==> src/rtl/uart_rx.sv <==
// uart_rx: 16x-oversampled UART receiver (1 start, DATA_BITS data LSB first, 1 stop).
// Optional even-parity bit and o_parity_err port when UART_RX_PARITY_EN is defined.
// Counters only advance on i_tick; all decisions use the synchronized line rx_s.
module uart_rx #(
    parameter int DATA_BITS = 8,
    parameter int SB_TICK   = 16
) (
    input  logic                 i_clk,
    input  logic                 i_reset,
    input  logic                 i_tick,
    input  logic                 i_rx,
    output logic                 o_rx_done,
    output logic [DATA_BITS-1:0] o_rx_data,
`ifdef UART_RX_PARITY_EN
    output logic                 o_parity_err,
`endif
    output logic                 o_frame_err
);

    // Tick counter must cover both the 16-tick bit period and the stop span.
    localparam int S_MAX = (SB_TICK > 16) ? SB_TICK : 16;
    localparam int S_W   = $clog2(S_MAX);
    localparam int N_W   = (DATA_BITS > 1) ? $clog2(DATA_BITS) : 1;

    typedef enum logic [2:0] {
        ST_IDLE   = 3'd0,
        ST_START  = 3'd1,
        ST_DATA   = 3'd2,
        ST_STOP   = 3'd3,
`ifdef UART_RX_PARITY_EN
        ST_PARITY = 3'd5,
`endif
        ST_BREAK  = 3'd4
    } state_t;

    state_t                 state_reg, state_next;
    logic [S_W-1:0]         s_reg, s_next;
    logic [N_W-1:0]         n_reg, n_next;
    logic [DATA_BITS-1:0]   shift_reg, shift_next;
    logic [DATA_BITS-1:0]   data_reg, data_next;
    logic                   done_reg, done_next;
    logic                   ferr_reg, ferr_next;
    logic                   rx_meta, rx_s;
`ifdef UART_RX_PARITY_EN
    logic                   par_reg, par_next;
    logic                   perr_reg, perr_next;
    logic                   parity_ok;
    // Even parity: the received parity bit must equal the XOR of the data bits.
    assign parity_ok = (^shift_reg) == par_reg;
`endif

    // Two-flop synchronizer for the asynchronous serial line; idles high.
    always_ff @(posedge i_clk) begin
        if (!i_reset) begin
            rx_meta <= 1'b1;
            rx_s    <= 1'b1;
        end else begin
            rx_meta <= i_rx;
            rx_s    <= rx_meta;
        end
    end

    // State and datapath registers, including the registered output pulses.
    always_ff @(posedge i_clk) begin
        if (!i_reset) begin
            state_reg <= ST_IDLE;
            s_reg     <= '0;
            n_reg     <= '0;
            shift_reg <= '0;
            data_reg  <= '0;
            done_reg  <= 1'b0;
            ferr_reg  <= 1'b0;
`ifdef UART_RX_PARITY_EN
            par_reg   <= 1'b0;
            perr_reg  <= 1'b0;
`endif
        end else begin
            state_reg <= state_next;
            s_reg     <= s_next;
            n_reg     <= n_next;
            shift_reg <= shift_next;
            data_reg  <= data_next;
            done_reg  <= done_next;
            ferr_reg  <= ferr_next;
`ifdef UART_RX_PARITY_EN
            par_reg   <= par_next;
            perr_reg  <= perr_next;
`endif
        end
    end

    // Next-state and counter logic; everything except the IDLE exit waits for a tick.
    always_comb begin
        state_next = state_reg;
        s_next     = s_reg;
        n_next     = n_reg;
        shift_next = shift_reg;
`ifdef UART_RX_PARITY_EN
        par_next   = par_reg;
`endif
        case (state_reg)
            ST_IDLE: begin
                if (!rx_s) begin
                    state_next = ST_START;
                    s_next     = '0;
                end
            end
            ST_START: begin
                if (i_tick) begin
                    if (s_reg == S_W'(7)) begin
                        s_next = '0;
                        n_next = '0;
                        // Line back high at mid start bit means it was a glitch.
                        state_next = rx_s ? ST_IDLE : ST_DATA;
                    end else begin
                        s_next = s_reg + S_W'(1);
                    end
                end
            end
            ST_DATA: begin
                if (i_tick) begin
                    if (s_reg == S_W'(15)) begin
                        s_next     = '0;
                        shift_next = {rx_s, shift_reg[DATA_BITS-1:1]};
                        if (n_reg == N_W'(DATA_BITS - 1)) begin
`ifdef UART_RX_PARITY_EN
                            state_next = ST_PARITY;
`else
                            state_next = ST_STOP;
`endif
                        end else begin
                            n_next = n_reg + N_W'(1);
                        end
                    end else begin
                        s_next = s_reg + S_W'(1);
                    end
                end
            end
`ifdef UART_RX_PARITY_EN
            ST_PARITY: begin
                if (i_tick) begin
                    if (s_reg == S_W'(15)) begin
                        s_next     = '0;
                        par_next   = rx_s;
                        state_next = ST_STOP;
                    end else begin
                        s_next = s_reg + S_W'(1);
                    end
                end
            end
`endif
            ST_STOP: begin
                if (i_tick) begin
                    if (s_reg == S_W'(SB_TICK - 1)) begin
                        s_next     = '0;
                        // A low stop bit parks in BREAK until the line idles again.
                        state_next = rx_s ? ST_IDLE : ST_BREAK;
                    end else begin
                        s_next = s_reg + S_W'(1);
                    end
                end
            end
            ST_BREAK: begin
                if (rx_s) begin
                    state_next = ST_IDLE;
                end
            end
            default: begin
                state_next = ST_IDLE;
            end
        endcase
    end

    // Output decode: done / frame / parity pulses are mutually exclusive by construction.
    always_comb begin
        done_next = 1'b0;
        ferr_next = 1'b0;
        data_next = data_reg;
`ifdef UART_RX_PARITY_EN
        perr_next = 1'b0;
`endif
        if (state_reg == ST_STOP && i_tick && s_reg == S_W'(SB_TICK - 1)) begin
            if (rx_s) begin
`ifdef UART_RX_PARITY_EN
                if (parity_ok) begin
                    done_next = 1'b1;
                    data_next = shift_reg;
                end else begin
                    perr_next = 1'b1;
                end
`else
                done_next = 1'b1;
                data_next = shift_reg;
`endif
            end else begin
                ferr_next = 1'b1;
            end
        end
    end

    assign o_rx_done   = done_reg;
    assign o_rx_data   = data_reg;
    assign o_frame_err = ferr_reg;
`ifdef UART_RX_PARITY_EN
    assign o_parity_err = perr_reg;
`endif

endmodule
==> config.mk <==
export PLATFORM = sky130hd
export DESIGN_NAME = uart_rx
export DESIGN_NICKNAME = d
export VERILOG_FILES = /design/src/rtl/uart_rx.sv
export SDC_FILE = /design/constraint.sdc
export NUM_CORES = 1
export LEC_CHECK = 0
export CORE_ASPECT_RATIO = 1.2
export CORE_UTILIZATION = 55
export CTS_CLUSTER_SIZE = 20
export DETAILED_ROUTE_END_ITERATION = 8
export PLACE_DENSITY = 0.75
export SYNTH_ARGS = -nofsm -noshare
export SYNTH_HDL_FRONTEND = slang
export SYNTH_SLANG_ARGS = --single-unit
==> constraint.sdc <==
create_clock -name i_clk -period 2.1 [get_ports i_clk]
set_input_delay 0.315 -clock i_clk [delete_from_list [all_inputs] [get_ports i_clk]]
set_output_delay 0.315 -clock i_clk [all_outputs]
set_load 0.01 [all_outputs]
==> metrics.yaml <==
timing:
  drv_slew: 0
  max_slew_margin_pct: 71.8
  period_needed_ns: 1.95
  fin_setup_tns_ns: 0
  grt_setup_unrepaired: "false"
  setup_violations: 0
  finalHoldViolCount: 0
  fin_crit_sh_pct: 93.1
  tightest_slew_ns: 0.423
  fmax_ghz: 0.512
  finClkSkew_ns: 0.00701
clock_network:
  insertion_delay_ns: 0.32
  cts.reportedPaths.clkPinSlew_ns: 0.08
  cts_tree: "built"
  cts.sinks: 30
  cts_buffer_depth: 2
  cts_buffers: 5
  cts_setup_buffers: 0
  cts_root_buf: "clkbuf_4"
  hold_buffers: 0
  post_cts_resized: 0
  htree_levels: 2
placement:
  dp_hpwl_um: 1570
  place_congestion: 0.757
  portBuffers: 13
  dp.cells: 181
global_route:
  first_global_vias: 926
  grt_max_degree: 30
  grt_pass1_wl_um: 3800
  antenna_found_initial: 0
  grt_usage_pct: 20.3
  grt-ovfl-total: 0
run:
  max-cap-violations: 0
critical_path:
  end_kind: "flip-flop"
  critPathTopFamily: "simple AND/OR/NAND/NOR gates"
  crit_fanout: 5
  crit_top_cell: "ha_1"
  path_cells: "ha_1 > ha_1 > or3b_1 > a2111oi_4 > mux2i_1 > nor2b_1"
  critPathBufInv: 0
  max_stage_delay_ns: 0.46
  critPathArrivalTime_ns: 2.17
  path_class: "flip-flop to flip-flop"
  cp-start-kind: "flip-flop"
  slowest_stage: "a2111oi_4"
  required_ns: 2.32
power_and_ir_drop:
  p_comb_share_pct: 6.8
  seqPwrFrac_pct: 61.8
  switchingPower_uw: 220
  clockPowerShare_pct: 31.4
  switching_share_pct: 23.2
  p_leak_nw: 0.523
  vdd_ir_drop_max_mv: 0.655
  cell_internal_pwr_uw: 728
  p_per_area_nw_per_um2: 585
die:
  die_w_um: 48.0
  num_rows: 19
  fp.dieArea_um2: 2740
  core_um2: 2350
  die_h_um: 57.2
  initial_utilization_pct: 59.3
  ios: 14
routing:
  drtIter0Drc: 10
  ant_nets: 0
  avgViaCountPerCell: 5.37
  num_vias: 1010
  post_drt_wl_per_cell_um: 12.4
  routed_wl_um: 2320
  firstDrtPassIters: 4
  drc: 0
synth:
  avgSynthCellArea_um2: 10.0
  yosys_warnings: 0
  syn_nets: 146
  ys_types: 32
  ys_seq_area_share_pct: 43.0
  netlist_area_um2: 1400
  synth.area.top_cells: "dfxtp_1 43%, mux2i_1 16%, nor2b_1 8.5%"
  synth-seq-cells: 30
  synth_area_leader_cell: "dfxtp_1"
  netlist.area_leader.share_pct: 43.0
  synthCells: 139
finish:
  fin_nets: 164
  area_growth_pct: 16.1
  fillCellCount: 189
  final_cells: 188
  diodes: 0
  drive_above_1_share_pct: 10.2
min_path:
  min_path_type: "flip-flop to flip-flop"
run_status:
  run_status: "finished clean"
## cell usage after synthesis
cell,instances
nand4_1,1
dfxtp_1,30
nor2_1,5
a2111oi_4,1
xor2_1,1
mux2i_1,22
or3b_1,3
nor2_4,1
or3_1,2
nand3b_1,1
o21a_1,1
a21oi_1,3
a21bo_2,1
nand3_1,4
a21boi_0,1
and2_1,2
o21ai_0,2
a21boi_1,3
nand4b_1,1
clkbuf_1,6
o32a_1,1
nor3_1,2
nor3_4,1
inv_1,1
nand2_1,7
o211ai_1,2
nand2b_1,9
o21ba_2,1
nor2b_1,19
nor4_1,1
ha_1,3
nor4b_1,1
## kinds of logic after synthesis
group | after synthesis | share of synthesized area [%]
AO/OA/AOI/OAI | 16 | 9.69
XOR/XNOR | 1 | 0.628
adder cells (fa/ha/maj) | 3 | 2.69
buffers and inverters | 7 | 1.88
flip-flops | 30 | 43.0
multiplexers | 22 | 15.8
AND/OR/NAND/NOR | 60 | 26.3
## layer usage
layer  vias to the layer above  GRT usage (%)  wire [µm]
li1                        520              -          -
met2                        19           33.0       1130
met4                         0           11.9         64
met3                         6           8.54         91
met5                         -              0          0
met1                       465           20.8       1040
## power groups by stage
stage                     combinational (mW)  clock (mW)  sequential, mW
after floorplan                       0.0550           0           0.592
after global placement                0.0633           0           0.599
after detailed placement              0.0647           0           0.599
after CTS                             0.0653       0.314           0.585
after global routing                  0.0707       0.348           0.587
final                                 0.0643       0.298           0.585
## layout make-up
type | instances | area (µm²) | share of cell area (%)
repair buffers | 17 | 160 | 9.89
well taps | 31 | 38.8 | 2.40
inverters | 1 | 3.75 | 0.232
multi-input cells | 102 | 768 | 47.4
clock buffers | 5 | 37.5 | 2.32
flip-flops and latches | 30 | 601 | 37.1
clock inverters | 2 | 10.0 | 0.618
## path summary, 6_finish.rpt
| path | from | endpoint | slack, ns | cells past startpoint |
|---|---|---|---|---|
| max | n_reg[0]$_SDFFE_PN0P_ | n_reg[0]$_SDFFE_PN0P_ | 0.15 | 6 |
| min | rx_meta$_SDFF_PN1_ | rx_s$_SDFF_PN1_ | 0.41 | 1 |
| max reg2reg | n_reg[0]$_SDFFE_PN0P_ | n_reg[0]$_SDFFE_PN0P_ | 0.15 | 6 |
| min reg2reg | rx_meta$_SDFF_PN1_ | rx_s$_SDFF_PN1_ | 0.41 | 1 |
## metrics by stage
stage          total power [mW]  setup slack (ns)  utilization, %  cell area [µm²]  hold WS [ns]
2_1_floorplan             0.647             0.234               -             1400         0.386
3_3_place_gp              0.662             0.193            66.8             1570         0.395
3_5_place_dp              0.664             0.145            66.8             1570         0.396
4_1_cts                   0.965             0.131            68.8             1620         0.417
5_1_grt                    1.01            0.0204            68.8             1620         0.427
6_report                  0.948             0.145            68.8             1620         0.411
## placed cells by master (no fill, tap or decap), types with 4 or more instances in the layout
cell and count:
mux2i_1 22, buf_4 4, nand2b_1 9, nand2_1 7, clkbuf_4 5, clkdlybuf4s50_1 13
nor2_1 5, nand3_1 4, dfxtp_1 30, nor2b_1 19
Note: power is estimated with default switching activity, not from simulation.
==> variant 1 (same flow settings) <==
Put one more register stage on the output `o_frame_err`, with the module's reset. The value now appears one clock later. The other outputs are not delayed to match.
--- a/src/rtl/uart_rx.sv
+++ b/src/rtl/uart_rx.sv
@@ -201,5 +201,11 @@
     assign o_rx_done   = done_reg;
     assign o_rx_data   = data_reg;
-    assign o_frame_err = ferr_reg;
+    always_ff @(posedge i_clk) begin
+        if (!i_reset) begin
+            o_frame_err <= '0;
+        end else begin
+            o_frame_err <= ferr_reg;
+        end
+    end
 `ifdef UART_RX_PARITY_EN
     assign o_parity_err = perr_reg;
Behaviour: no difference found for any inputs over 10 cycles, from zero or initial values and one cycle with i_reset low; that may be too few to reach the edited logic, so the function may still have changed.
==> variant 1 against the unedited design <==
  * Die area grew 0.17%
  * Largest power group unchanged
  * Highest routed layer unchanged
  * Design area shrank 0.31%
  * Area after synthesis grew 0.18%
  * Combinational power shrank 40%
  * Worst setup slack gained 260 ps
  * Synthesized cell count grew 8.6%
  * Non-clock buffer count grew 1
  * Sequential cell count grew 1
  * Sequential power grew 2%
  * Total power grew 14%
  * Routed wire length grew 13%
  * Fmax grew 15%
==> variant 1: results <==
metrics = {
    "cells_and_area": {
        "clockBufferCount": 6,
        "layout-drive-gt1-share_pct": 15.1,
        "inverters": 5,
        "final-nonclk-buf-share_pct": 10.4,
        "multi_input_comb_cells": 105,
        "fill_cells": 184,
        "signal_buffers": 18,
        "layout.nets": 173,
        "stdcell_count": 197,
        "seq_share_pct": 38.4,
        "antennaDiodeCount": 0,
        "clk_share_pct": 4.42,
        "stdcell_area_um2": 1610,
        "multi_input_area_um2": 697,
    },
    "routing": {
        "dr.first_iter.drc_count": 21,
        "vias_per_cell": 5.55,
        "wirelength_um": 2630,
    },
    "synthesis": {
        "synth.distinct_cells": 38,
        "synthAdderAreaFrac_pct": 2.69,
        "yosysSeqAreaShare_pct": 44.4,
        "muxShareOfSynthArea_pct": 7.97,
        "synth_compound_area_share_pct": 12.4,
        "synth_nets": 158,
        "synth_common_cells": "dfxtp_1 (31), nand2_1 (16), nand3_1 (12), nor2_1 (12), mux2i_1 (10)",
        "synth_xor_area_share_pct": 0.627,
        "netlist_top_cells_area": "dfxtp_1 (44%), mux2i_1 (7.2%), o21ai_2 (5.0%), nand3_1 (4.3%), nand2_1 (4.3%)",
        "netlist_instances": 151,
    },
    "placed_design": {
        "dp.cells": 190,
        "placed_area_um2": 1540,
        "dp_slack_ps": 138,
        "gp_congestion": 0.802,
        "dp_hpwl_um": 1810,
    },
    "global_routing": {
        "track_usage_pct": 23.2,
        "grt_pass1_wl_um": 4480,
        "antenna_found_initial": 0,
        "grt_pass1_vias": 1058,
        "grt_max_degree": 18,
    },
    "worst_hold_path": {
        "min_path_type": "flip-flop to flip-flop",
    },
    "worst_setup_path": {
        "slowest_delay_ps": 680,
        "cp_max_fo": 16,
        "crit_slowest_cell": "or4_4",
        "crit_arrival_ps": 1920,
    },
    "power": {
        "power_switching_mw": 0.226,
        "ir_drop_mv": 0.502,
        "pg_comb_mw": 0.0389,
        "switching_share_pct": 21.0,
        "powerClk_mw": 0.441,
        "p_leak_nw": 0.569,
    },
    "run_status": {
        "status": "finished clean",
    },
    "clocking": {
        "clockRootBuffer": "clkbuf_4",
        "cts_buffers": 5,
        "cts_sinks": 31,
    },
    "timing": {
        "maxSlewViolCount": 0,
        "clock_skew_ps": 7.71,
        "tightestPinTransition_ps": 483,
    },
}
## variant 1: cell count changes in the layout (fill, tap and decap cells not counted), sizes merged, moves of 3 or more
cell    change
nor2b      -18
o21ai      +13
mux2i      -12
nand3      +10
nand2       +9
nor2        +7
nand2b      -5
a21boi      -4
inv         +4
or4         +4
nor3b       +3
## variant 1: layer usage
metal  GRT usage [%]  part of all wire [%]
met1            28.3                    47
met3            9.81                   3.9
met2            34.4                    47
met4            11.1                   1.7
met5               0                     0
## variant 1: final timing paths
path                              startpoint      endpoint  slack (ps)  depth (start not counted)
worst max register to register  state_reg[0]  o_rx_data[1]         400                          4
worst min register to register       rx_meta          rx_s         410                          1
worst max-delay path            state_reg[0]  o_rx_data[1]         400                          4
worst min-delay path                 rx_meta          rx_s         410                          1
## variant 1: worst max-delay path: cells and delay by family, from the launching register on
kind / cells / cell delay [ps]
and+or+nand+nor: 2 / 830
DFF: 1 / 630
buffers and inverters: 1 / 80
AOI/OAI and AO/OA: 1 / 60
==> variant 2 (same flow settings) <==
Made on the original files. Add a define of `UART_RX_PARITY_EN`.
--- a/src/rtl/uart_rx.sv
+++ b/src/rtl/uart_rx.sv
@@ -2,4 +2,6 @@
 // Optional even-parity bit and o_parity_err port when UART_RX_PARITY_EN is defined.
 // Counters only advance on i_tick; all decisions use the synchronized line rx_s.
+`define UART_RX_PARITY_EN
+
 module uart_rx #(
     parameter int DATA_BITS = 8,
Formal check against the unedited RTL (old outputs only; new: o_parity_err): no difference found for any inputs over 10 cycles, from zero or initial values and one cycle with i_reset low; that may be too few to reach the edited logic, so the function may still have changed.
==> variant 2 against the unedited design <==
  * Sequential cell count up 2
  * Area after synthesis rose by 12%
  * Worst setup slack better by 27 ps
  * Critical path depth fell by 1
  * Routed wire length up 45%
  * Clock power is 31% higher
  * Fmax rose by 1.4%
  * Global-route usage is 5.0 points higher
  * Design area is 13% higher
  * Total power up 13%
  * Synthesized cell count is 29% higher
  * Largest cell class unchanged
  * Largest power group unchanged
==> variant 2: results <==
metrics = {
    "synthesis": {
        "synth.distinct_cells": 47,
        "netlist_top_cells_area": "dfxtp_1 (41%), nand2_1 (8.9%), mux2i_1 (5.8%), a21oi_1 (5.1%), ha_1 (2.4%)",
        "synth_common_cells": "nand2_1 (37), dfxtp_1 (32), a21oi_1 (16)",
        "yosysSeqAreaShare_pct": 41.0,
        "synth_nets": 186,
    },
    "routing": {
        "routedWlPerCell_um": 14.7,
        "dr.first_iter.drc_count": 55,
    },
    "power": {
        "p_leak_nw": 0.623,
        "ir_drop_mv": 0.445,
    },
    "worst_setup_path": {
        "crit_slowest_cell": "dfxtp_1",
        "r2r-start": "state_reg[0]",
        "r2r-end": "s_reg[0]",
        "r2r_setup_slack_ps": 170,
        "worstRegToRegCells": 5,
        "cp_max_fo": 10,
        "slowest_delay_ps": 520,
    },
    "global_routing": {
        "track_usage_pct": 25.4,
        "grt_pass1_vias": 1313,
        "grt_max_degree": 22,
        "grt_pass1_wl_um": 5710,
    },
    "timing": {
        "tightestPinTransition_ps": 585,
        "hold_ws_ps": 419,
        "clock_skew_ps": 3.75,
    },
    "run_status": {
        "status": "finished clean",
    },
    "placed_design": {
        "gp_congestion": 0.846,
        "port_buffers": 14,
        "dp_hpwl_um": 2410,
    },
    "cells_and_area": {
        "layout-drive-gt1-share_pct": 8.63,
        "syn2layout_area_growth_pct": 17.0,
    },
    "clocking": {
        "cts_max_path_buffers": 2,
    },
}
## variant 2: changes by cell type after synthesis, sizes merged, moves of 5 or more
cell / delta
nand2: +30
nor2b: -16
a21oi: +13
mux2i: -12
nand2b: -5
## variant 2: how the worst max path moves through the flow
stage                       startpoint            to  slack, ps
after floorplan           shift_reg[2]  o_rx_data[0]        490
after global placement          i_tick      s_reg[0]        120
after detailed placement        i_tick      s_reg[0]         20
after CTS                 state_reg[0]      s_reg[0]        220
after global routing      state_reg[0]      s_reg[0]         30
final                     state_reg[0]      s_reg[0]        170
## variant 2: routing by layer
layer | up-vias | part of all wire [%] | GRT usage (%)
met3 | 9 | 5.4 | 6.77
li1 | 672 | - | -
met2 | 50 | 52 | 46.7
met5 | - | 0 | 0
met1 | 661 | 40 | 26.4
met4 | 0 | 2.6 | 13.9
## variant 2: critical path: cells and delay by family (launching register included)
family,cells,cell delay [ps]
buffers and inverters,1,190
AND/OR/NAND/NOR,2,830
AO/OA/AOI/OAI,2,320
flip-flops,1,520
## variant 2: cell type report
cell class,count,area [um^2]
inverter,4,15.0
multi-input combinational,134,871
clock buffer,7,65.1
fill,227,797
tap,33,41.3
timing repair buffer,20,198
sequential,32,641
## variant 2: logic make-up (layout without fill, tap and decap cells)
kind of cell    count (synthesis)  in the layout  share of synthesized area (%)
simple gates                   80             80                           26.3
flops                          32             32                           41.0
xor+xnor                        6              6                           5.20
mux                            10             10                           7.20
buf+inv                        13             31                           3.36
fa+ha+maj                       3              3                           2.40
compound gates                 35             35                           14.6
## variant 2: where the power goes
part,switching (mW),leakage (nW),total [mW],internal (mW)
sequential,0.00688,0.258,0.618,0.611
clock,0.200,0.0374,0.389,0.190
combinational,0.0374,0.327,0.0600,0.0226
total,0.244,0.623,1.07,0.823
## variant 2: through the flow
stage	std cells	cell area, um^2
floorplan	179	1560
global placement	223	1770
detailed placement	223	1770
CTS	230	1830
global route	230	1830
finish	230	1830
